===== src/rtl/alu_issue_if.sv =====
// Bundle of the issue stage's instruction handshake, ALU drive, write-back and debug signals.
// Handshake: an instruction transfers on a rising clk edge where instr_valid && instr_ready.
interface alu_issue_if;
  logic        instr_valid;
  logic [31:0] instr;
  logic        instr_ready;
  logic [31:0] alu_in1;
  logic [31:0] alu_in2;
  logic [2:0]  alu_op;
  logic [31:0] alu_res;
  logic        wb_valid;
  logic [4:0]  wb_addr;
  logic [31:0] wb_data;
  logic        illegal;
  logic [4:0]  dbg_raddr;
  logic [31:0] dbg_rdata;
  logic [1:0]  dbg_state;

  modport slave (
    input  instr_valid, instr, alu_res, dbg_raddr,
    output instr_ready, alu_in1, alu_in2, alu_op, wb_valid, wb_addr, wb_data,
           illegal, dbg_rdata, dbg_state
  );

  modport master (
    output instr_valid, instr, alu_res, dbg_raddr,
    input  instr_ready, alu_in1, alu_in2, alu_op, wb_valid, wb_addr, wb_data,
           illegal, dbg_rdata, dbg_state
  );
endinterface


===== src/rtl/alu_issue_stage.sv =====
// Non-pipelined decode/issue/write-back stage in front of a combinational ALU:
// IDLE -> DECODE -> EXEC (ALU_LAT cycles) -> WB, with an internal 32x32 register file.
module alu_issue_stage #(
  parameter int ALU_LAT = 1
) (
  input  logic        clk,
  input  logic        rst_n,
  alu_issue_if.slave  bus
);

  typedef enum logic [1:0] {
    S_IDLE   = 2'd0,
    S_DECODE = 2'd1,
    S_EXEC   = 2'd2,
    S_WB     = 2'd3
  } state_t;

  localparam logic [2:0] OP_ADD  = 3'b000;
  localparam logic [2:0] OP_SUB  = 3'b001;
  localparam logic [2:0] OP_ADDI = 3'b010;
  localparam logic [2:0] OP_OR   = 3'b011;
  localparam logic [2:0] OP_ORI  = 3'b100;
  localparam logic [2:0] OP_SLL  = 3'b101;
  localparam logic [2:0] OP_SRL  = 3'b110;
  localparam logic [2:0] OP_SRA  = 3'b111;

  localparam logic [3:0] LAT_M1 = 4'(ALU_LAT - 1);

  state_t      state, state_nxt;
  logic [31:0] ir;
  logic [3:0]  cnt;
  logic [31:0] rf [32];
  logic [4:0]  dest;
  logic [31:0] res_q;
  logic [31:0] in1_q, in2_q;
  logic [2:0]  op_q;

  // FSM strobes
  logic ready, accept, do_decode, illegal_p, exec_done, wb_p;

  // Instruction fields
  logic [5:0]  f_op, f_funct;
  logic [4:0]  f_rs, f_rt, f_rd, f_shamt;
  logic [15:0] f_imm;

  assign f_op    = ir[31:26];
  assign f_rs    = ir[25:21];
  assign f_rt    = ir[20:16];
  assign f_rd    = ir[15:11];
  assign f_shamt = ir[10:6];
  assign f_funct = ir[5:0];
  assign f_imm   = ir[15:0];

  logic [31:0] rs_val, rt_val;
  assign rs_val = rf[f_rs];
  assign rt_val = rf[f_rt];

  logic        dec_legal;
  logic [2:0]  dec_op;
  logic [31:0] dec_in1, dec_in2;
  logic [4:0]  dec_dest;

  always_comb begin
    dec_legal = 1'b1;
    dec_op    = OP_ADD;
    dec_in1   = rs_val;
    dec_in2   = rt_val;
    dec_dest  = f_rd;
    case (f_op)
      6'h00: begin
        case (f_funct)
          6'h20: dec_op = OP_ADD;
          6'h22: dec_op = OP_SUB;
          6'h25: dec_op = OP_OR;
          6'h00, 6'h02, 6'h03: begin
            // Shifts take the value from rt and the amount from shamt.
            dec_op  = (f_funct == 6'h00) ? OP_SLL :
                      (f_funct == 6'h02) ? OP_SRL : OP_SRA;
            dec_in1 = rt_val;
            dec_in2 = {27'b0, f_shamt};
          end
          default: dec_legal = 1'b0;
        endcase
      end
      6'h08: begin
        dec_op   = OP_ADDI;
        dec_in2  = {{16{f_imm[15]}}, f_imm};
        dec_dest = f_rt;
      end
      6'h0D: begin
        dec_op   = OP_ORI;
        dec_in2  = {16'b0, f_imm};
        dec_dest = f_rt;
      end
      default: dec_legal = 1'b0;
    endcase
  end

  always_ff @(posedge clk or negedge rst_n) begin
    if (!rst_n) state <= S_IDLE;
    else        state <= state_nxt;
  end

  always_comb begin
    state_nxt = state;
    ready     = 1'b0;
    accept    = 1'b0;
    do_decode = 1'b0;
    illegal_p = 1'b0;
    exec_done = 1'b0;
    wb_p      = 1'b0;
    case (state)
      S_IDLE: begin
        ready = 1'b1;
        if (bus.instr_valid) begin
          accept    = 1'b1;
          state_nxt = S_DECODE;
        end
      end
      S_DECODE: begin
        if (dec_legal) begin
          do_decode = 1'b1;
          state_nxt = S_EXEC;
        end else begin
          illegal_p = 1'b1;
          state_nxt = S_IDLE;
        end
      end
      S_EXEC: begin
        if (cnt == 4'd0) begin
          exec_done = 1'b1;
          state_nxt = S_WB;
        end
      end
      S_WB: begin
        wb_p      = 1'b1;
        state_nxt = S_IDLE;
      end
      default: state_nxt = S_IDLE;
    endcase
  end

  always_ff @(posedge clk or negedge rst_n) begin
    if (!rst_n) begin
      ir    <= '0;
      cnt   <= '0;
      dest  <= '0;
      res_q <= '0;
      in1_q <= '0;
      in2_q <= '0;
      op_q  <= OP_ADD;
    end else begin
      if (accept) ir <= bus.instr;
      if (do_decode) begin
        op_q  <= dec_op;
        in1_q <= dec_in1;
        in2_q <= dec_in2;
        dest  <= dec_dest;
        cnt   <= LAT_M1;
      end
      if (state == S_EXEC && cnt != 4'd0) cnt <= cnt - 4'd1;
      // The result is captured on the last EXEC edge and held through WB.
      if (exec_done) res_q <= bus.alu_res;
    end
  end

  // r0 is never written, so it keeps its reset value of zero.
  always_ff @(posedge clk or negedge rst_n) begin
    if (!rst_n) begin
      for (int i = 0; i < 32; i++) rf[i] <= '0;
    end else if (wb_p && dest != 5'd0) begin
      rf[dest] <= res_q;
    end
  end

  assign bus.instr_ready = ready;
  assign bus.alu_in1     = in1_q;
  assign bus.alu_in2     = in2_q;
  assign bus.alu_op      = op_q;
  assign bus.wb_valid    = wb_p;
  assign bus.wb_addr     = wb_p ? dest  : 5'd0;
  assign bus.wb_data     = wb_p ? res_q : 32'd0;
  assign bus.illegal     = illegal_p;
  assign bus.dbg_rdata   = (bus.dbg_raddr == 5'd0) ? 32'd0 : rf[bus.dbg_raddr];
  assign bus.dbg_state   = state;

endmodule


===== src/flat_wrapper.sv =====
// flat-port wrapper written by rule: the top's interface ports become plain ports
module alu_issue_stage_flat 
#(
  parameter int ALU_LAT = 1
)
  (clk, rst_n, bus_instr_valid, bus_instr, bus_alu_res, bus_dbg_raddr, bus_instr_ready, bus_alu_in1, bus_alu_in2, bus_alu_op, bus_wb_valid, bus_wb_addr, bus_wb_data, bus_illegal, bus_dbg_rdata, bus_dbg_state);
  alu_issue_if bus_i ();
  input  logic clk;
  input  logic rst_n;
  input wire logic [$bits(bus_i.instr_valid)-1:0] bus_instr_valid;
  input wire logic [$bits(bus_i.instr)-1:0] bus_instr;
  input wire logic [$bits(bus_i.alu_res)-1:0] bus_alu_res;
  input wire logic [$bits(bus_i.dbg_raddr)-1:0] bus_dbg_raddr;
  output wire logic [$bits(bus_i.instr_ready)-1:0] bus_instr_ready;
  output wire logic [$bits(bus_i.alu_in1)-1:0] bus_alu_in1;
  output wire logic [$bits(bus_i.alu_in2)-1:0] bus_alu_in2;
  output wire logic [$bits(bus_i.alu_op)-1:0] bus_alu_op;
  output wire logic [$bits(bus_i.wb_valid)-1:0] bus_wb_valid;
  output wire logic [$bits(bus_i.wb_addr)-1:0] bus_wb_addr;
  output wire logic [$bits(bus_i.wb_data)-1:0] bus_wb_data;
  output wire logic [$bits(bus_i.illegal)-1:0] bus_illegal;
  output wire logic [$bits(bus_i.dbg_rdata)-1:0] bus_dbg_rdata;
  output wire logic [$bits(bus_i.dbg_state)-1:0] bus_dbg_state;
  assign bus_i.instr_valid = bus_instr_valid;
  assign bus_i.instr = bus_instr;
  assign bus_i.alu_res = bus_alu_res;
  assign bus_i.dbg_raddr = bus_dbg_raddr;
  assign bus_instr_ready = bus_i.instr_ready;
  assign bus_alu_in1 = bus_i.alu_in1;
  assign bus_alu_in2 = bus_i.alu_in2;
  assign bus_alu_op = bus_i.alu_op;
  assign bus_wb_valid = bus_i.wb_valid;
  assign bus_wb_addr = bus_i.wb_addr;
  assign bus_wb_data = bus_i.wb_data;
  assign bus_illegal = bus_i.illegal;
  assign bus_dbg_rdata = bus_i.dbg_rdata;
  assign bus_dbg_state = bus_i.dbg_state;
  alu_issue_stage #(.ALU_LAT(ALU_LAT)) u_core (.clk(clk), .rst_n(rst_n), .bus(bus_i));
endmodule

===== config.mk =====
export PLATFORM = sky130hd
export DESIGN_NAME = alu_issue_stage_flat
export DESIGN_NICKNAME = d
export VERILOG_FILES = /design/src/rtl/alu_issue_if.sv /design/src/rtl/alu_issue_stage.sv /design/src/flat_wrapper.sv
export SDC_FILE = /design/constraint.sdc
export NUM_CORES = 2
export LEC_CHECK = 0
export BUFFER_PORTS_ARGS = -buffer_cell sky130_fd_sc_hd__buf_2
export CAP_MARGIN = 10
export CORE_ASPECT_RATIO = 0.8
export CORE_UTILIZATION = 60
export CTS_CLUSTER_SIZE = 28
export DETAILED_ROUTE_END_ITERATION = 8
export GPL_TIMING_DRIVEN = 0
export PLACE_DENSITY = 0.77
export SETUP_SLACK_MARGIN = 0.02
export SLEW_MARGIN = 5
export SYNTH_ARGS = -nofsm -noshare
export SYNTH_HDL_FRONTEND = slang
export SYNTH_SLANG_ARGS = --single-unit
export TNS_END_PERCENT = 5

===== constraint.sdc =====
create_clock -name clk -period 5.9 [get_ports clk]
set_input_delay 1.18 -clock clk [delete_from_list [all_inputs] [get_ports clk]]
set_output_delay 1.18 -clock clk [all_outputs]
set_load 0.005 [all_outputs]

Word level (Yosys, flattened, before mapping) --
Cells that the tools add are included.
Word-level totals: register bits after elaboration 1166, latch bits 0, memory bits (writable) 0, bits in read-only memories 0, input port bits 72, output and inout bits 141, memories 0
Cells by class: $add $sub $neg 1, multipliers 0, div/mod/pow operators 0, magnitude comparators 5, equal/unequal tests 12, shift operators 0, mux-type cells 42, bitwise gates (word level) 4, reductions and logical operators 15
Operators with widths (count):
- 1024-bit bitwise mux | 1
- 32-bit binary-select mux with 5-bit select | 3
- 32-bit two-way mux | 12
- 32-bit demux with 5-bit select | 1
- 32-bit case mux with 3 select lines | 1
- 6-bit >= comparator, second input constant | 4
- 5-bit NOT with 6-bit output | 4
- 6-bit equality test, second input constant | 3
- 3-bit case mux with 3 select lines | 2
- 6-bit by 2-bit equality test with 1-bit output, second input constant | 2
- 6-bit by 4-bit equality test with 1-bit output, second input constant | 2
- 6-bit zero test | 2
- 1-bit two-way mux | 12
- 5-bit two-way mux | 2
- 4-bit two-way mux | 2
- 2-bit case mux with 4 select lines | 1
- 6-bit by 1-bit less-than comparator with 1-bit output, second input constant | 1
- 2-bit two-way mux | 3
- 6-bit OR reduction | 1
- 5-bit zero test | 1
- 5-bit nonzero test | 1
- 2-bit equality test, second input constant | 2
- 4-bit zero test | 1
- 4-bit nonzero test | 1
- other kinds (12) | 14

Longest topological paths before layout --
depth after elaboration 8, depth in mapped cells 10, depth with buffers taken out 6

Worst setup path after synthesis --
No wires, ideal clock.
path kind input -> output, start point in bus_dbg_raddr[1], end point out bus_dbg_rdata[10], arrival time 2.980 ns, required time 4.720 ns, setup slack 1.740 ns, stages 7, buffers on the path 3, cells stage by stage clkbuf_1 > clkbuf_1 > buf_1 > mux4_2 > mux4_2 > mux2i_1 > nor2_1
Between the ends: longest elaborated chain between the ends 5, elaborated cells between the ends (all ways) 6, those cells by class mux (4); bitwise (1); reduce/logical (1)
Ends and longest elaborated chain:
- from (decl) | line flat_wrapper.sv:13 | input wire logic [$bits(bus_i.dbg_raddr)-1:0] bus_dbg_raddr;
- 5-bit NOT with 6-bit output (not written as such) | line alu_issue_stage.sv:184 | assign bus.dbg_rdata = (bus.dbg_raddr == 5'd0) ? 32'd0 : rf[bus.dbg_raddr];
- 32-bit binary-select mux with 5-bit select | line alu_issue_stage.sv:184
- 32-bit two-way mux (not written as such) (2 in series) | line alu_issue_stage.sv:184
- 32-bit two-way mux * | line alu_issue_stage.sv:184
- to (decl) | line flat_wrapper.sv:22 | output wire logic [$bits(bus_i.dbg_rdata)-1:0] bus_dbg_rdata;
Mark *: on every way between the ends. The rest lies on a longest branch, timed or not. The select of a mux whose other input is x is not followed.

Final worst setup path --
start point in bus_dbg_raddr[1], end point out bus_dbg_rdata[21]
Same word-level chain as after synthesis.

==> flow_metrics.env <==
export IMPL_end_kind="primary output"
export IMPL_clockBufferDepth=3
export IMPL_path_cells="clkbuf_1 -> clkbuf_1 -> clkbuf_1 -> mux4_2 -> mux4_2 -> mux2i_1 -> nor2_1 -> buf_2"
export IMPL_grt_pass1_vias=54723
export IMPL_final_nets=5538
export IMPL_drc_errors=21
export IMPL_die_width_um=381.0
export IMPL_regArea_um2=29180
export IMPL_start_util=0.6093
export IMPL_seqPwrFrac=0.283
export IMPL_numCtsBuffers=118
export IMPL_die_height_um=305.2
export IMPL_multiInputGateArea_um2=37330
export IMPL_grt_busiest_layer="met1"
export IMPL_core_area_um2=113100
export IMPL_vias=57820
export IMPL_viasPerCell=8.133
export IMPL_p_int_mw=17.62
export IMPL_rsz0062_at_grt="yes"
export IMPL_avgSynthCellArea_um2=13.57
export IMPL_synthCells=5081
export IMPL_use_met2=0.7105
export IMPL_pin_count=213
export IMPL_crit_arrival_ns=4.98
export IMPL_required_ns=4.72
export IMPL_hold_viol=0
export IMPL_synth_cell_types=48
export IMPL_slowest_delay_ns=0.99
export IMPL_grt_antenna_before_repair=29
export IMPL_finalWorstSetupSlack_ns=-0.2574
export IMPL_numClockSinks=1166
export IMPL_cts_tree="yes"
export IMPL_fillerInstances=8349
export IMPL_drv_cap=10
export IMPL_p_sw_frac=0.4772
export IMPL_period_minus_slack_ns=6.157
export IMPL_violations="design-rule violations, max-capacitance violations, max-slew violations, negative setup slack"
export IMPL_power_frac_comb=0.471
export IMPL_tightestPinTransition_ns=1.592
export IMPL_cts_max_level=3
export IMPL_pwr_share_clk=0.246
export IMPL_p_sw_mw=16.08
export IMPL_met3_usage=0.4041
export IMPL_fin_skew_ns=0.04021
export IMPL_mostFrequentLayoutCells="dfrtp_1 (1166), mux2_2 (1088), mux2i_1 (613), mux4_2 (576), buf_2 (364)"
export IMPL_worst_path_max_delay_cell="clkbuf_1"
export IMPL_grt_overflow_total=0
export IMPL_cp_max_fo=10
export IMPL_hpwl_mm=233.2
export IMPL_grt_total_usage=0.5751
export IMPL_drtPass1Iterations=9
export IMPL_ant_nets=0
export IMPL_grt_use_met1=0.7127
export IMPL_grt_max_degree=163
export IMPL_ys_ff_latch=1166
export IMPL_yosysWarnings=0
export IMPL_power_density_nw_per_um2=437.0
export IMPL_clk_latency_ns=0.80
export IMPL_synth_nets=5154
export IMPL_clkTransAtPathRegs_ns=0.06
export IMPL_synth_async_reset_ratio=1.000
export IMPL_cts_setup_buffers=0
export IMPL_pre_cts_slack_ns=-0.2291
export IMPL_dr_first_iter_drc_count=11014
export IMPL_yosys_most_used_dff="dfrtp_1"
export IMPL_synth_area_um2=68930
export IMPL_gp_congestion=1.098
export IMPL_cp_top_family="buffers and inverters"
export IMPL_portBuffers=209
export IMPL_outcome="finished, violations left"
export IMPL_wl_mm=335.8
export IMPL_rows=110
export IMPL_die_area_um2=116300
export IMPL_grt_pass1_wl_mm=452.1
export IMPL_setup_viol=18
export IMPL_synth_seq_area_share=0.4233
export IMPL_area_growth_pct=11.86
export IMPL_irDropWorstVdd_mv=0.5746
export IMPL_drive_above_1_share=0.4230
export IMPL_start_kind="input pin"
export IMPL_crit_buf_inv=4
export IMPL_final_common_cell="dfrtp_1"
export IMPL_crit_path_frequent_cell="clkbuf_1"
export IMPL_cts_root_buf="clkbuf_16"
export IMPL_slew_viol_final=99
export IMPL_max_freq_mhz=162.4
export IMPL_wire_per_inst_um=47.23
export IMPL_power_leakage_nw=35.94
export IMPL_hold_ws_ns=0.2539
export IMPL_slew_headroom=-0.06146
export IMPL_synth_enable_flop_cells=0
export IMPL_hold_class="in2async"
export IMPL_post_route_period_util=1.044
export IMPL_criticalPathCategory="in2out"
flip-flops by register name (all words and copies together), names as in the netlist, named ones only:
name,flops
u_core.dest,5
u_core.res_q,32
u_core.rf,1024
u_core.ir,32
u_core.bus.alu_op,3
u_core.bus.alu_in1,32
u_core.bus.alu_in2,32
u_core.cnt,4
u_core.bus.dbg_state,1
Yosys cell counts, types with 4 or more instances:
cell type	instances	area, µm²
buf_1	89	334.1
nor2_1	102	382.9
buf_6	4	45.04
a221oi_1	16	140.1
nor3_1	6	30.03
and3_1	38	237.7
buf_2	131	655.6
nand2b_1	7	43.79
nor2b_1	36	225.2
nand2_1	182	683.2
nand4_1	32	200.2
o211ai_1	32	240.2
mux2i_1	613	6136
a21oi_1	154	770.7
nand3_1	132	660.6
dfrtp_1	1166	29180
mux2_2	1088	12250
and2_1	6	37.54
a211oi_1	32	240.2
clkbuf_1	315	1182
o21ai_1	32	160.2
buf_4	26	195.2
mux4_2	576	12970
a22oi_1	192	1441
o21ai_0	41	205.2
inv_1	5	18.77
power by group through the flow:
| stage | combinational (mW) | sequential, mW | clock, mW |
|---|---|---|---|
| after floorplan | 7.34 | 9.23 | 0 |
| after global routing | 15.3 | 9.55 | 8.49 |
| final | 15.9 | 9.52 | 8.29 |
| after global placement | 13.9 | 9.55 | 0 |
| after CTS | 14.1 | 9.43 | 8.18 |
| after detailed placement | 14.1 | 9.57 | 0 |
per-stage QoR:
stage / cells / TNS (ns) / total power, mW / util / area [µm²]
4_1_cts: 7056 / -0.08476 / 31.75 / 0.6780 / 76710
3_5_place_dp: 6834 / -1.462 / 23.66 / 0.6408 / 72490
5_1_grt: 7081 / -0.1952 / 33.31 / 0.6809 / 77040
3_3_place_gp: 6802 / - / 23.45 / 0.6353 / 71870
6_report: 7109 / -1.555 / 33.70 / 0.6816 / 77110
2_1_floorplan: 5081 / 0 / 16.57 / - / 68930
final cells by class:
class | count | share of cell area
Sequential cell | 1166 | 0.3784
Tap cell | 1512 | 0.02454
Inverter | 5 | 0.0002434
Buffer | 565 | 0.03241
Antenna cell | 30 | 0.0009736
Clock buffer | 171 | 0.04545
Multi-Input combinational cell | 3345 | 0.4841
Timing Repair Buffer | 264 | 0.02518
Clock inverter | 51 | 0.008649
cells by family (layout without fill, tap and decap cells):
logic type,after synthesis,after routing,synth area share
multiplexers,2277,2277,0.4549
XOR/XNOR,1,1,0.0001271
buffers and inverters,570,1056,0.03527
flip-flops,1166,1166,0.4233
AND/OR/NAND/NOR,555,555,0.03814
AO/OA/AOI/OAI,511,511,0.04805
other,0,30,0
adder cells (fa/ha/maj),1,1,0.0001815
per-layer routing:
layer  wire (µm)  up-vias
met4       26190       39
met1      114200    29196
li1            -    20383
met3       68620     1689
met2      126000     6513
met5         755        -
path summary, 6_finish.rpt:
check / start / end / slack, ns / depth (start not counted)
min in group clk: u_core.bus.alu_op[1] / u_core.bus.alu_op[1] / 0.49 / 2
max in group asynchronous: rst_n / u_core.rf[123] / 3.30 / 4
min reg2reg: u_core.bus.alu_op[1] / u_core.bus.alu_op[1] / 0.49 / 2
max: bus_dbg_raddr[1] / bus_dbg_rdata[21] / -0.26 / 8
max reg2reg: u_core.bus.dbg_state[0] / u_core.rf[84] / 1.75 / 6
min: rst_n / u_core.rf[462] / 0.25 / 1
timing repair:
action,in CTS,in global routing
gates resized for setup,15,11
setup endpoints to repair,23,26
hold buffers,0,0
(Power assumes the default switching activity.)
